File: config.mk
export PLATFORM = sky130hd
export DESIGN_NAME = wb_copro_slave
export DESIGN_NICKNAME = d
export VERILOG_FILES = /design/src/rtl/wb_copro_pkg.sv /design/src/rtl/wb_copro_wdog.sv /design/src/rtl/wb_copro_slave.sv
export SDC_FILE = /design/constraint.sdc
export NUM_CORES = 1
export LEC_CHECK = 0
export CORE_ASPECT_RATIO = 0.9
export CORE_MARGIN = 2
export CORE_UTILIZATION = 30
export CTS_BUF_LIST = sky130_fd_sc_hd__clkbuf_8
export DETAILED_ROUTE_END_ITERATION = 16
export HOLD_SLACK_MARGIN = 0.08
export PLACE_DENSITY = 0.66
export SYNTH_ARGS = -nofsm -noshare
export SYNTH_HDL_FRONTEND = slang
export SYNTH_SLANG_ARGS = --single-unit
File: constraint.sdc
create_clock -name clk_i -period 5.6 [get_ports clk_i]
set_input_delay 0.56 -clock clk_i [delete_from_list [all_inputs] [get_ports clk_i]]
set_output_delay 0.56 -clock clk_i [all_outputs]
set_load 0.05 [all_outputs]
File: src/rtl/wb_copro_pkg.sv
`default_nettype none
// ----------------------------------------------------------------------------
// wb_copro_pkg : shared constants and types for the coprocessor bus slave
// Rev 1.0
// ----------------------------------------------------------------------------
package wb_copro_pkg;

  localparam logic [2:0] c_REG_OPA    = 3'd0;
  localparam logic [2:0] c_REG_OPB    = 3'd1;
  localparam logic [2:0] c_REG_CMD    = 3'd2;
  localparam logic [2:0] c_REG_STATUS = 3'd3;
  localparam logic [2:0] c_REG_RESULT = 3'd4;
  localparam logic [2:0] c_REG_CTRL   = 3'd5;

  localparam int unsigned c_ST_BUSY    = 0;
  localparam int unsigned c_ST_DONE    = 1;
  localparam int unsigned c_ST_TIMEOUT = 2;
  localparam int unsigned c_ST_FLAGS   = 3;

  localparam int unsigned c_FLAG_NX = 0;
  localparam int unsigned c_FLAG_UF = 1;
  localparam int unsigned c_FLAG_OF = 2;
  localparam int unsigned c_FLAG_DZ = 3;
  localparam int unsigned c_FLAG_NV = 4;

  localparam logic [31:0] c_QNAN     = 32'h7FC0_0000;
  localparam logic [2:0]  c_CTI_INCR = 3'b010;

  typedef enum logic [1:0] {IDLE, LAUNCH, WAIT, DONE} state_e;
  typedef enum logic [1:0] {RSP_NONE, RSP_ACK, RSP_ERR, RSP_RTY} rsp_e;

  function automatic logic [31:0] byte_merge(input logic [31:0] old_v,
                                             input logic [31:0] new_v,
                                             input logic [3:0]  sel);
    logic [31:0] r;
    r = old_v;
    for (int i = 0; i < 4; i++) begin
      if (sel[i]) r[8*i +: 8] = new_v[8*i +: 8];
    end
    return r;
  endfunction

endpackage
`default_nettype wire

File: src/rtl/wb_copro_wdog.sv
`default_nettype none
// ----------------------------------------------------------------------------
// wb_copro_wdog : loadable up-counter raising expire_o on its last count
// Rev 1.0
// ----------------------------------------------------------------------------
module wb_copro_wdog #(
  parameter int unsigned TIMEOUT_CYC = 64
) (
  input  logic clk_i,
  input  logic rst_i,
  input  logic load_i,
  input  logic en_i,
  output logic expire_o
);

  localparam int unsigned CNT_W = (TIMEOUT_CYC > 2) ? $clog2(TIMEOUT_CYC) : 1;
  localparam logic [CNT_W-1:0] c_LAST = CNT_W'(TIMEOUT_CYC - 1);

  logic [CNT_W-1:0] cnt_q;

  assign expire_o = en_i && (cnt_q == c_LAST);

  // Holds at the last count so a stalled enable can never wrap around.
  always_ff @(posedge clk_i) begin
    if (!rst_i || load_i) begin
      cnt_q <= '0;
    end else if (en_i && !expire_o) begin
      cnt_q <= cnt_q + CNT_W'(1);
    end
  end

endmodule
`default_nettype wire

File: src/rtl/wb_copro_slave.sv
`default_nettype none
// ----------------------------------------------------------------------------
// wb_copro_slave : Wishbone register front-end launching and tracking the FPU
// Rev 1.0
// ----------------------------------------------------------------------------
module wb_copro_slave
  import wb_copro_pkg::*;
#(
  parameter int unsigned TIMEOUT_CYC = 64,
  parameter int unsigned OP_W        = 4,
  parameter int unsigned FLAG_W      = 5
) (
  input  logic              clk_i,
  input  logic              rst_i,
  input  logic [31:0]       wb_dat_i,
  input  logic [31:0]       wb_adr_i,
  input  logic [3:0]        wb_sel_i,
  input  logic              wb_we_i,
  input  logic              wb_cyc_i,
  input  logic              wb_stb_i,
  input  logic [2:0]        wb_cti_i,
  input  logic [1:0]        wb_bte_i,
  output logic [31:0]       wb_dat_o,
  output logic              wb_ack_o,
  output logic              wb_err_o,
  output logic              wb_rty_o,
  output logic              cp_start_o,
  output logic [OP_W-1:0]   cp_op_o,
  output logic [31:0]       cp_a_o,
  output logic [31:0]       cp_b_o,
  input  logic              cp_done_i,
  input  logic [31:0]       cp_res_i,
  input  logic [FLAG_W-1:0] cp_flags_i,
  output logic              cp_abort_o,
  output logic              irq_o
);

  state_e            state_q, state_d;
  logic [31:0]       opa_q, opb_q, res_q, a_q, b_q, dat_q;
  logic [OP_W-1:0]   op_q;
  logic [FLAG_W-1:0] flags_q;
  logic              done_q, tmo_q, irq_en_q;
  logic              ack_q, err_q, rty_q, rd_res_q;

  logic              w_busy, w_accept, w_launch, w_expire;
  logic [2:0]        w_idx;
  rsp_e              w_rsp;
  logic [31:0]       w_rdata, w_status;
  logic              w_unused;

  assign w_unused = ^{wb_bte_i, wb_adr_i[31:5], wb_adr_i[1:0]};

  assign w_busy   = (state_q == LAUNCH) || (state_q == WAIT);
  assign w_idx    = wb_adr_i[4:2];
  // Incrementing bursts bypass the one-idle-cycle spacing between responses.
  assign w_accept = wb_cyc_i && wb_stb_i &&
                    (!(ack_q || err_q || rty_q) || (wb_cti_i == c_CTI_INCR));

  always_comb begin
    w_rsp    = RSP_ACK;
    w_launch = 1'b0;
    w_rdata  = '0;
    w_status = '0;
    w_status[c_ST_BUSY]              = w_busy;
    w_status[c_ST_DONE]              = done_q;
    w_status[c_ST_TIMEOUT]           = tmo_q;
    w_status[c_ST_FLAGS +: FLAG_W]   = flags_q;
    case (w_idx)
      c_REG_OPA:    w_rdata = opa_q;
      c_REG_OPB:    w_rdata = opb_q;
      c_REG_CMD: begin
        if (wb_we_i) begin
          if (w_busy) w_rsp = RSP_RTY;
          else        w_launch = wb_sel_i[0];
        end
      end
      c_REG_STATUS: begin
        if (wb_we_i) w_rsp = RSP_ERR;
        else         w_rdata = w_status;
      end
      c_REG_RESULT: begin
        if (wb_we_i)     w_rsp = RSP_ERR;
        else if (w_busy) w_rsp = RSP_RTY;
        else             w_rdata = res_q;
      end
      c_REG_CTRL:   w_rdata = {31'b0, irq_en_q};
      default:      w_rsp = RSP_ERR;
    endcase
    if (!w_accept) begin
      w_rsp    = RSP_NONE;
      w_launch = 1'b0;
    end
  end

  wb_copro_wdog #(
    .TIMEOUT_CYC (TIMEOUT_CYC)
  ) u_wdog (
    .clk_i    (clk_i),
    .rst_i    (rst_i),
    .load_i   (state_q == LAUNCH),
    .en_i     (state_q == WAIT),
    .expire_o (w_expire)
  );

  always_comb begin
    state_d    = state_q;
    cp_start_o = 1'b0;
    cp_abort_o = 1'b0;
    case (state_q)
      IDLE, DONE: if (w_launch) state_d = LAUNCH;
      LAUNCH: begin
        cp_start_o = 1'b1;
        state_d    = WAIT;
      end
      WAIT: begin
        if (cp_done_i) begin
          state_d = DONE;
        end else if (w_expire) begin
          cp_abort_o = 1'b1;
          state_d    = DONE;
        end
      end
      default: state_d = IDLE;
    endcase
  end

  always_ff @(posedge clk_i) begin
    if (!rst_i) begin
      state_q  <= IDLE;
      opa_q    <= '0;
      opb_q    <= '0;
      res_q    <= '0;
      a_q      <= '0;
      b_q      <= '0;
      dat_q    <= '0;
      op_q     <= '0;
      flags_q  <= '0;
      done_q   <= 1'b0;
      tmo_q    <= 1'b0;
      irq_en_q <= 1'b0;
      ack_q    <= 1'b0;
      err_q    <= 1'b0;
      rty_q    <= 1'b0;
      rd_res_q <= 1'b0;
    end else begin
      state_q  <= state_d;
      ack_q    <= (w_rsp == RSP_ACK);
      err_q    <= (w_rsp == RSP_ERR);
      rty_q    <= (w_rsp == RSP_RTY);
      dat_q    <= ((w_rsp == RSP_ACK) && !wb_we_i) ? w_rdata : '0;
      // done drops at the end of the RESULT ack cycle, even if cyc is withdrawn.
      rd_res_q <= (w_rsp == RSP_ACK) && !wb_we_i && (w_idx == c_REG_RESULT);
      if (rd_res_q) done_q <= 1'b0;

      if ((w_rsp == RSP_ACK) && wb_we_i) begin
        case (w_idx)
          c_REG_OPA:  opa_q <= byte_merge(opa_q, wb_dat_i, wb_sel_i);
          c_REG_OPB:  opb_q <= byte_merge(opb_q, wb_dat_i, wb_sel_i);
          c_REG_CTRL: if (wb_sel_i[0]) irq_en_q <= wb_dat_i[0];
          default: ;
        endcase
      end

      if (w_launch) begin
        op_q    <= wb_dat_i[OP_W-1:0];
        a_q     <= opa_q;
        b_q     <= opb_q;
        done_q  <= 1'b0;
        tmo_q   <= 1'b0;
        flags_q <= '0;
      end

      if (state_q == WAIT) begin
        if (cp_done_i) begin
          res_q   <= cp_res_i;
          flags_q <= cp_flags_i;
          done_q  <= 1'b1;
        end else if (w_expire) begin
          res_q              <= c_QNAN;
          tmo_q              <= 1'b1;
          flags_q            <= '0;
          flags_q[c_FLAG_NV] <= 1'b1;
          done_q             <= 1'b1;
        end
      end
    end
  end

  assign wb_ack_o = ack_q & wb_cyc_i;
  assign wb_err_o = err_q & wb_cyc_i;
  assign wb_rty_o = rty_q & wb_cyc_i;
  assign wb_dat_o = wb_ack_o ? dat_q : '0;
  assign cp_op_o  = op_q;
  assign cp_a_o   = a_q;
  assign cp_b_o   = b_q;
  assign irq_o    = done_q & irq_en_q;

endmodule
`default_nettype wire
=== Word-level counts from Yosys, hierarchy flattened ===
Cells that the tools add are included.

* Output and inout port bits: 106
* Input bits: 116
* Word-level logic and storage cells: 114
* Register bits after elaboration: 216

* Reductions and logical operators: 33
* Equality and inequality tests: 15
* Multiplexer cells: 38
* Bitwise logic cells: 4
* Add/sub/neg operators: 1

{| class="wikitable"
|+ Operator list
! kind !! number
|-
| $mux W32 || 5
|-
| $pmux W32 S5 || 1
|-
| $reduce_and A3 Y1 || 9
|-
| $mux W5 || 4
|-
| $mux W1 || 17
|-
| $mux W2 || 8
|-
| $eq A3 B2 Y1 const B || 3
|-
| $eq A2 B2 Y1 const B || 4
|-
| $mux W8 || 1
|-
| $pmux W2 S4 || 1
|-
| $logic_and A1 B1 Y1 || 7
|-
| $add A6 B1 Y6 const B || 1
|-
| $eq A3 B3 Y1 const B || 2
|-
| $eq A6 B6 Y1 const B || 1
|-
| $pmux W2 S3 || 1
|-
| $reduce_and A2 Y1 || 3
|-
| $logic_or A1 B1 Y1 || 5
|-
| $and A1 B1 Y1 || 4
|-
| $eq A2 B1 Y1 const B || 2
|-
| $logic_not A1 Y1 || 4
|-
| $eq A3 B1 Y1 const B || 1
|-
| $logic_not A3 Y1 || 1
|-
| $ne A3 B3 Y1 const B || 1
|-
| $reduce_or A3 Y1 || 1
|-
| 4 further kinds || 4
|}

=== Longest topological paths before layout ===
Gate-level depths: netlist (run 1).

* Depth after elaboration: 10
* Gate-level depth with buffers: 8

=== Modules after synthesis ===
Synthesis (run 1) repeated with hierarchy kept, for this count alone.

* Cell total of the unflattened synthesis: 921
* Area, all modules: 8,247.9 µm²

{| class="wikitable"
|+ Modules (own cells, without submodules)
! module !! area an instance (µm²) !! cells each !! sequential area each (µm²) !! instances
|-
| wb_copro_slave || 7,947.6 || 888 || 4,204.0 || 1
|-
| wb_copro_wdog || 300.3 || 33 || 120.1 || 1
|}

=== Least setup slack after synthesis (run 1) ===
Ideal clock, no wire load.

* Path kind: reg-to-output
* From: reg state_q[0]
* To: out cp_abort_o
* Data required time: 5.040 ns
* Stages on the path, launching flop included: 7
* Slack: 3.278 ns
* Data arrival time: 1.762 ns
* Cells stage by stage: dfxtp_1 -> inv_1 -> ha_1 -> clkbuf_1 -> nand4_1 -> clkbuf_1 -> nor2_1

* Word-level cells in the longest chain between the ends: 5

{| class="wikitable"
|+ Ends and longest elaborated chain
! what !! RTL line !! RTL
|-
| from (decl) || wb_copro_slave.sv:38 || <nowiki>state_e state_q, state_d;</nowiki>
|-
| from (signal assigned) || wb_copro_slave.sv:146 || <nowiki>state_q <= state_d;</nowiki>
|-
| $eq A2 B2 Y1 * || wb_copro_slave.sv:101, wb_copro_slave.sv:109 ||
|-
| $logic_and A1 B1 Y1 || wb_copro_wdog.sv:21 || <nowiki>assign expire_o = en_i && (cnt_q == c_LAST);</nowiki>
|-
| $mux W1 || wb_copro_slave.sv:118 || <nowiki>end else if (w_expire) begin</nowiki>
|-
| $mux W1 || wb_copro_slave.sv:116 || <nowiki>if (cp_done_i) begin</nowiki>
|-
| $mux W1 * || wb_copro_slave.sv:109 || <nowiki>case (state_q)</nowiki>
|-
| to (decl) || wb_copro_slave.sv:34 || <nowiki>output logic cp_abort_o,</nowiki>
|}

Every way passes the cells marked *; elsewhere a longest branch is shown, timed or not.

=== Worst setup path after layout (run 1) ===
Same ends and word-level chain as after synthesis.

==> results.yml, run 1 <==
finish:
  fin_nets: 1224
  num-fill-cells: 2771
  finish.instance_area_sq_mm: 0.0114
  drive_above_1_share_pct: 7.96
  fin_util_pct: 40.9
  area_growth_pct: 34.7
detailed_routing:
  drtPass1Iterations: 6
  routed.top_layer: "met4"
  route.detailed.drc: 0
  ant_nets: 0
  routed-via-count: 7537
  dr.first_iter.drc_count: 709
  dr_wl_met3_microns: 2200
  wl_met1_microns: 11500
  vias_per_cell: 5.05
  wirelength_microns: 26600
  wl_per_cell_microns: 17.8
  route.met2.wl_microns: 12500
sta:
  fin_worst_skew_ns: 0.0159
  rsz0062_at_grt: "false"
  slew_headroom_pct: 28.0
  maxSlewViolCount: 0
  fin_hold_ws_ns: 0.453
  hold_viol: 0
  setup_ws_ns: 2.64
  finalSetupViolCount: 0
  tightest_slew_ns: 1.08
  fin_crit_ns: 2.96
  fin_crit_sh_pct: 52.9
  finalSetupTns_ns: 0
  clock.fmax_ghz: 0.337
worst_setup_path:
  timing.critical_path.to: "cp_abort_o"
  startpoint: "state_q[0]"
  r2r_start: "state_q[0]"
  path_depth: 5
  cp_slowest_stage_delay_ns: 0.86
  crit_buf_inv: 2
  rr_worst_depth: 7
  critical_path.top_delay_family: "buffers and inverters"
  endpoint_kind: "output pin"
  path_cells: "inv_1 -> ha_1 -> nand4_1 -> nor2_1 -> clkdlybuf4s50_1"
  r2r-end: "flags_q[2]"
  cp_max_fo: 8
  required_ns: 5.04
  cp.arrival_ns: 2.40
  critical_path_class: "register to output pin"
  cp-start-kind: "register"
  crit_slowest_cell: "clkdlybuf4s50_1"
  r2r_setup_slack_ns: 3.03
cts:
  cts_setup_buffers: 0
  numCtsBuffers: 38
  clock_sink_count: 216
  clkLatencyLatePin_ns: 0.52
  cts-resized-gates: 0
  cts-root-buf: "clkbuf_8"
  cts.hold.buffers_added: 0
  clk_pin_slew_ns: 0.06
  htree_levels: 2
  cts_tree: "yes"
  clockBufferDepth: 3
yosys:
  syn_area_sq_mm: 0.00843
  async_flop_share_pct: 0
  synth_top_area_cell: "dfxtp_1"
  synthCells: 936
  synthTopCellsByArea: "dfxtp_1, mux2i_1, nand2_1, a21oi_1, nor2_1"
  synth_edf_count: 0
  synth_top_area_share_pct: 51.3
  postSynthAreaPerCell_sq_um: 9.00
  synth_seq_cells: 216
  ys.flop_type: "dfxtp_1"
  yosys_warnings: 0
  yosysUniqueCellTypes: 48
  yosysSeqAreaShare_pct: 51.3
  synthesis.nets: 1056
global_route:
  grt_overflow: 0
  grt_pass1_vias: 7529
  track_usage_pct: 17.6
  grt_pass1_wl_microns: 41200
  grt_max_degree: 71
  antenna_found_initial: 1
floorplanning:
  die_x_microns: 181
  initial_utilization_pct: 30.3
  ios: 222
  rows: 58
  die_h_microns: 163
  core_sq_mm: 0.0278
  dieArea_sq_mm: 0.0294
pwr:
  power_density_mw_per_mm2: 309
  peakVddDrop_v: 0.000183
  leakage_nw: 4.40
place:
  post-dp-hpwl_microns: 16500
  port_buffers: 190
  place_area_sq_mm: 0.0106
  routabilityCongestion: 0.755
  dp_slack_ns: 2.27
flow_run:
  drv_cap: 0
run_status:
  status: "finished, final reports clean"
min_path:
  holdCritPathClass: "register to register"
## report_power, final
part	internal, W	switching, W
clock network	0.000860	0.000634
logic	0.000143	0.000242
registers	0.00159	0.0000338
## registers in the layout, summed over array words and instances (netlist names)
signal,flops
u_wdog.cnt_q,6
opa_q,32
err_q,1
rty_q,1
irq_en_q,1
dat_q,32
state_q,2
cp_b_o,32
rd_res_q,1
done_q,1
cp_op_o,4
flags_q,5
tmo_q,1
opb_q,32
ack_q,1
res_q,32
cp_a_o,32
## how the worst min path moves through the flow
| stage | start | to | slack (ns) | cells past startpoint |
|---|---|---|---|---|
| 4_1_cts | cp_a_o[10] | cp_a_o[10] | 0.45 | 2 |
| 6_report | cp_b_o[1] | cp_b_o[1] | 0.45 | 2 |
| 3_5_place_dp | res_q[6] | dat_q[6] | 0.45 | 2 |
| 2_1_floorplan | res_q[1] | dat_q[1] | 0.44 | 2 |
| 3_3_place_gp | cp_b_o[30] | cp_b_o[30] | 0.44 | 2 |
| 5_1_grt | cp_b_o[14] | cp_b_o[14] | 0.47 | 2 |
## cell families (layout without fill, tap and decap cells)
kind of cell / Yosys count / in the layout / share of synthesized area (%)
AND/OR/NAND/NOR: 379 / 379 / 19.6
multiplexers: 68 / 68 / 8.09
flip-flops: 216 / 216 / 51.3
other: 0 / 1 / 0
adder cells (fa/ha/maj): 4 / 4 / 0.594
buffers and inverters: 80 / 274 / 4.44
XOR/XNOR: 4 / 4 / 0.416
AO/OA/AOI/OAI: 185 / 185 / 15.5
## metrics by stage
step	power, W	cells
floorplan	0.00188	936
global placement	0.00203	1424
detailed placement	0.00204	1424
CTS	0.00354	1490
global route	0.00365	1491
finish	0.00351	1491
## cell usage in the layout (no fill, tap or decap), types with 5 or more instances in the layout
cell type,count
dfxtp_1,216
clkdlybuf4s50_1,189
nand2_1,173
a21oi_1,116
nor2_1,110
mux2i_1,67
clkbuf_8,48
and3_1,35
a222oi_1,32
nand3_1,26
inv_1,16
o21ai_0,13
buf_4,12
and2_1,6
nand4_1,6
o2111ai_4,6
clkinv_2,5
## synthesized netlist by cell type, drive strengths merged (2+ instances only)
| library cell | instances |
|---|---|
| mux2i | 67 |
| a21oi | 116 |
| inv | 6 |
| nor3 | 4 |
| o21ai | 14 |
| dfxtp | 216 |
| nor2b | 2 |
| nand3b | 2 |
| clkbuf | 36 |
| nand2b | 4 |
| or3b | 2 |
| a222oi | 32 |
| and3 | 35 |
| nor2 | 111 |
| nand3 | 26 |
| nand2 | 174 |
| nand4 | 6 |
| and2 | 7 |
| buf | 38 |
| a31oi | 2 |
| a2bb2oi | 2 |
| o211ai | 3 |
| o2111ai | 9 |
| xor2 | 4 |
| nor3b | 2 |
| ha | 4 |
## worst min-delay path: cells and delay by family (launching register included)
kind / cells / cell delay [ns]
flip-flops: 1 / 0.30
AND/OR/NAND/NOR: 1 / 0.05
AO/OA/AOI/OAI: 1 / 0.05
## per-layer routing
metal,vias up,track usage (%)
met3,37,5.14
li1,3588,-
met5,-,0
met2,288,29.6
met4,0,4.44
met1,3624,22.2
## final cells by class
| cell class | count | area [sq um] | share of cell area, % |
|---|---|---|---|
| inverters | 6 | 25.0 | 0.220 |
| clock inverters | 18 | 126 | 1.11 |
| flip-flops and latches | 216 | 4320 | 38.1 |
| repair buffers | 202 | 1990 | 17.5 |
| diodes | 1 | 2.50 | 0.0220 |
| clock buffers | 48 | 661 | 5.82 |
| multi-input cells | 640 | 3780 | 33.3 |
| well taps | 360 | 450 | 3.97 |
Note: power is estimated with default switching activity, not from simulation.
==> run 2, diff against run 1 <==
==> constraint.sdc (replaced) <==
create_clock -name clk_i -period 3.1 [get_ports clk_i]
set_input_delay 0.31 -clock clk_i [delete_from_list [all_inputs] [get_ports clk_i]]
set_output_delay 0.31 -clock clk_i [all_outputs]
set_load 0.05 [all_outputs]
==> run 2 against run 1 <==
  * Clock skew increased by 0.0061 ns
  * Sequential share of layout area down 0.49 points
  * Cell area up 1.3%
  * Non-clock buffer count increased by 12
  * Routed wire length is 1.9% lower
  * Die area is the same
  * Sequential power rose by 80%
  * Critical path type unchanged
  * Largest cell class unchanged
==> results.yml, run 2 (same netlist as run 1, synthesis figures left out) <==
worst_setup_path:
  cp-start-kind: "register"
  path_cells: "inv_1 -> ha_1 -> nand4_1 -> nor2_1 -> clkdlybuf4s50_1"
  endpoint_kind: "output pin"
  critical_path_class: "register to output pin"
  crit_slowest_cell: "clkdlybuf4s50_1"
  cp_max_fo: 8
  required_ns: 2.79
  cp_slowest_stage_delay_ns: 0.86
  cp.arrival_ns: 2.43
pwr:
  p_sw_w: 0.00164
  power.internal_w: 0.00477
  leakage_nw: 4.50
  power_density_mw_per_mm2: 557
  seqPwrFrac_pct: 45.9
  peakVddDrop_v: 0.000240
  power_frac_comb_pct: 11.0
  clock_power_share_pct: 43.1
  swShare_pct: 25.6
  total_power_w: 0.00641
sta:
  finalSetupTns_ns: 0
  slew_headroom_pct: 16.2
  finalSetupViolCount: 0
  maxSlewViolCount: 0
  tightest_slew_ns: 1.25
  fin_worst_skew_ns: 0.0221
  rsz0062_at_grt: "false"
  clock.fmax_ghz: 0.365
  fin_crit_sh_pct: 88.3
  setup_ws_ns: 0.362
  hold_viol: 0
  fin_crit_ns: 2.74
finish:
  drive_above_1_share_pct: 9.29
  final_cell_mix: "dfxtp_1, clkdlybuf4s50_1, nand2_1"
  multi_input_area_sq_mm: 0.00378
  antenna_cells: 0
  area_growth_pct: 36.5
  final_cells: 1501
  seqCellArea_sq_mm: 0.00432
  final_common_cell: "dfxtp_1"
  num-fill-cells: 2751
  finish.instance_area_sq_mm: 0.0115
  fin_nets: 1237
floorplanning:
  ios: 222
  die_x_microns: 181
  dieArea_sq_mm: 0.0294
  rows: 58
  die_h_microns: 163
  initial_utilization_pct: 30.3
  core_sq_mm: 0.0278
detailed_routing:
  routed-via-count: 7532
  route.detailed.drc: 0
  wirelength_microns: 26100
  drtPass1Iterations: 7
  wl_per_cell_microns: 17.4
  vias_per_cell: 5.02
  ant_nets: 0
  dr.first_iter.drc_count: 721
cts:
  clockBufferDepth: 3
  cts.hold.buffers_added: 0
  htree_levels: 2
  clk_pin_slew_ns: 0.06
  clock_sink_count: 216
  numCtsBuffers: 39
  cts-resized-gates: 0
  cts_tree: "yes"
  cts_setup_buffers: 0
  clkLatencyLatePin_ns: 0.52
  cts-root-buf: "clkbuf_8"
min_path:
  holdCritPathClass: "primary input to register"
place:
  port_buffers: 190
  dp_slack_ns: 0.434
  post-dp-hpwl_microns: 17500
  place_area_sq_mm: 0.0107
  dp_cells: 1436
  routabilityCongestion: 0.792
run_status:
  status: "finished, final reports clean"
global_route:
  grt_overflow: 0
  grt_pass1_wl_microns: 40700
  track_usage_pct: 17.3
  antenna_found_initial: 1
  grt_pass1_vias: 7310
  grt_max_degree: 50
flow_run:
  drv_cap: 0
run 2: per-stage QoR:
stage | utilization, % | hold slack (ns)
after global placement | 38.5 | 0.445
after floorplan | - | 0.437
after global routing | 41.4 | 0.359
final | 41.4 | 0.377
after detailed placement | 38.5 | 0.447
after CTS | 41.4 | 0.342
run 2: power groups by stage:
stage	clock network [W]	registers [W]	logic [W]
floorplan	0	0.00298	0.000417
global route	0.00297	0.00295	0.000773
global placement	0	0.00299	0.000692
detailed placement	0	0.00300	0.000702
finish	0.00276	0.00294	0.000703
CTS	0.00283	0.00294	0.000705
run 2: worst paths after layout:
kind                             startpoint         end  depth (start not counted)  slack, ns
worst max register to register   state_q[0]   cp_a_o[9]                          7       0.93
worst max-delay path             state_q[0]  cp_abort_o                          5       0.36
worst min register to register     opa_q[7]   cp_a_o[7]                          2       0.45
worst min-delay path            cp_res_i[6]    res_q[6]                          3       0.38
run 2: area by class of cell:
class	instances	share of cell area, %
well taps	360	3.92
inverters	6	0.218
clock buffers	47	5.62
multi-input cells	640	32.9
clock inverters	18	1.33
repair buffers	214	18.5
flip-flops and latches	216	37.6
run 2: per-layer routing:
| metal | up-vias | GRT usage, % | part of all wire [%] |
|---|---|---|---|
| met3 | 47 | 4.58 | 8.2 |
| met2 | 288 | 27.8 | 45 |
| met5 | - | 0 | 0 |
| li1 | 3620 | - | - |
| met4 | 0 | 4.80 | 1.9 |
| met1 | 3577 | 22.9 | 45 |
run 2: worst max-delay path, delay by kind of cell (launching register included):
kind	cells	cell delay, ns
buf+inv	2	0.93
simple gates	2	0.32
fa+ha+maj	1	0.31
flops	1	0.34
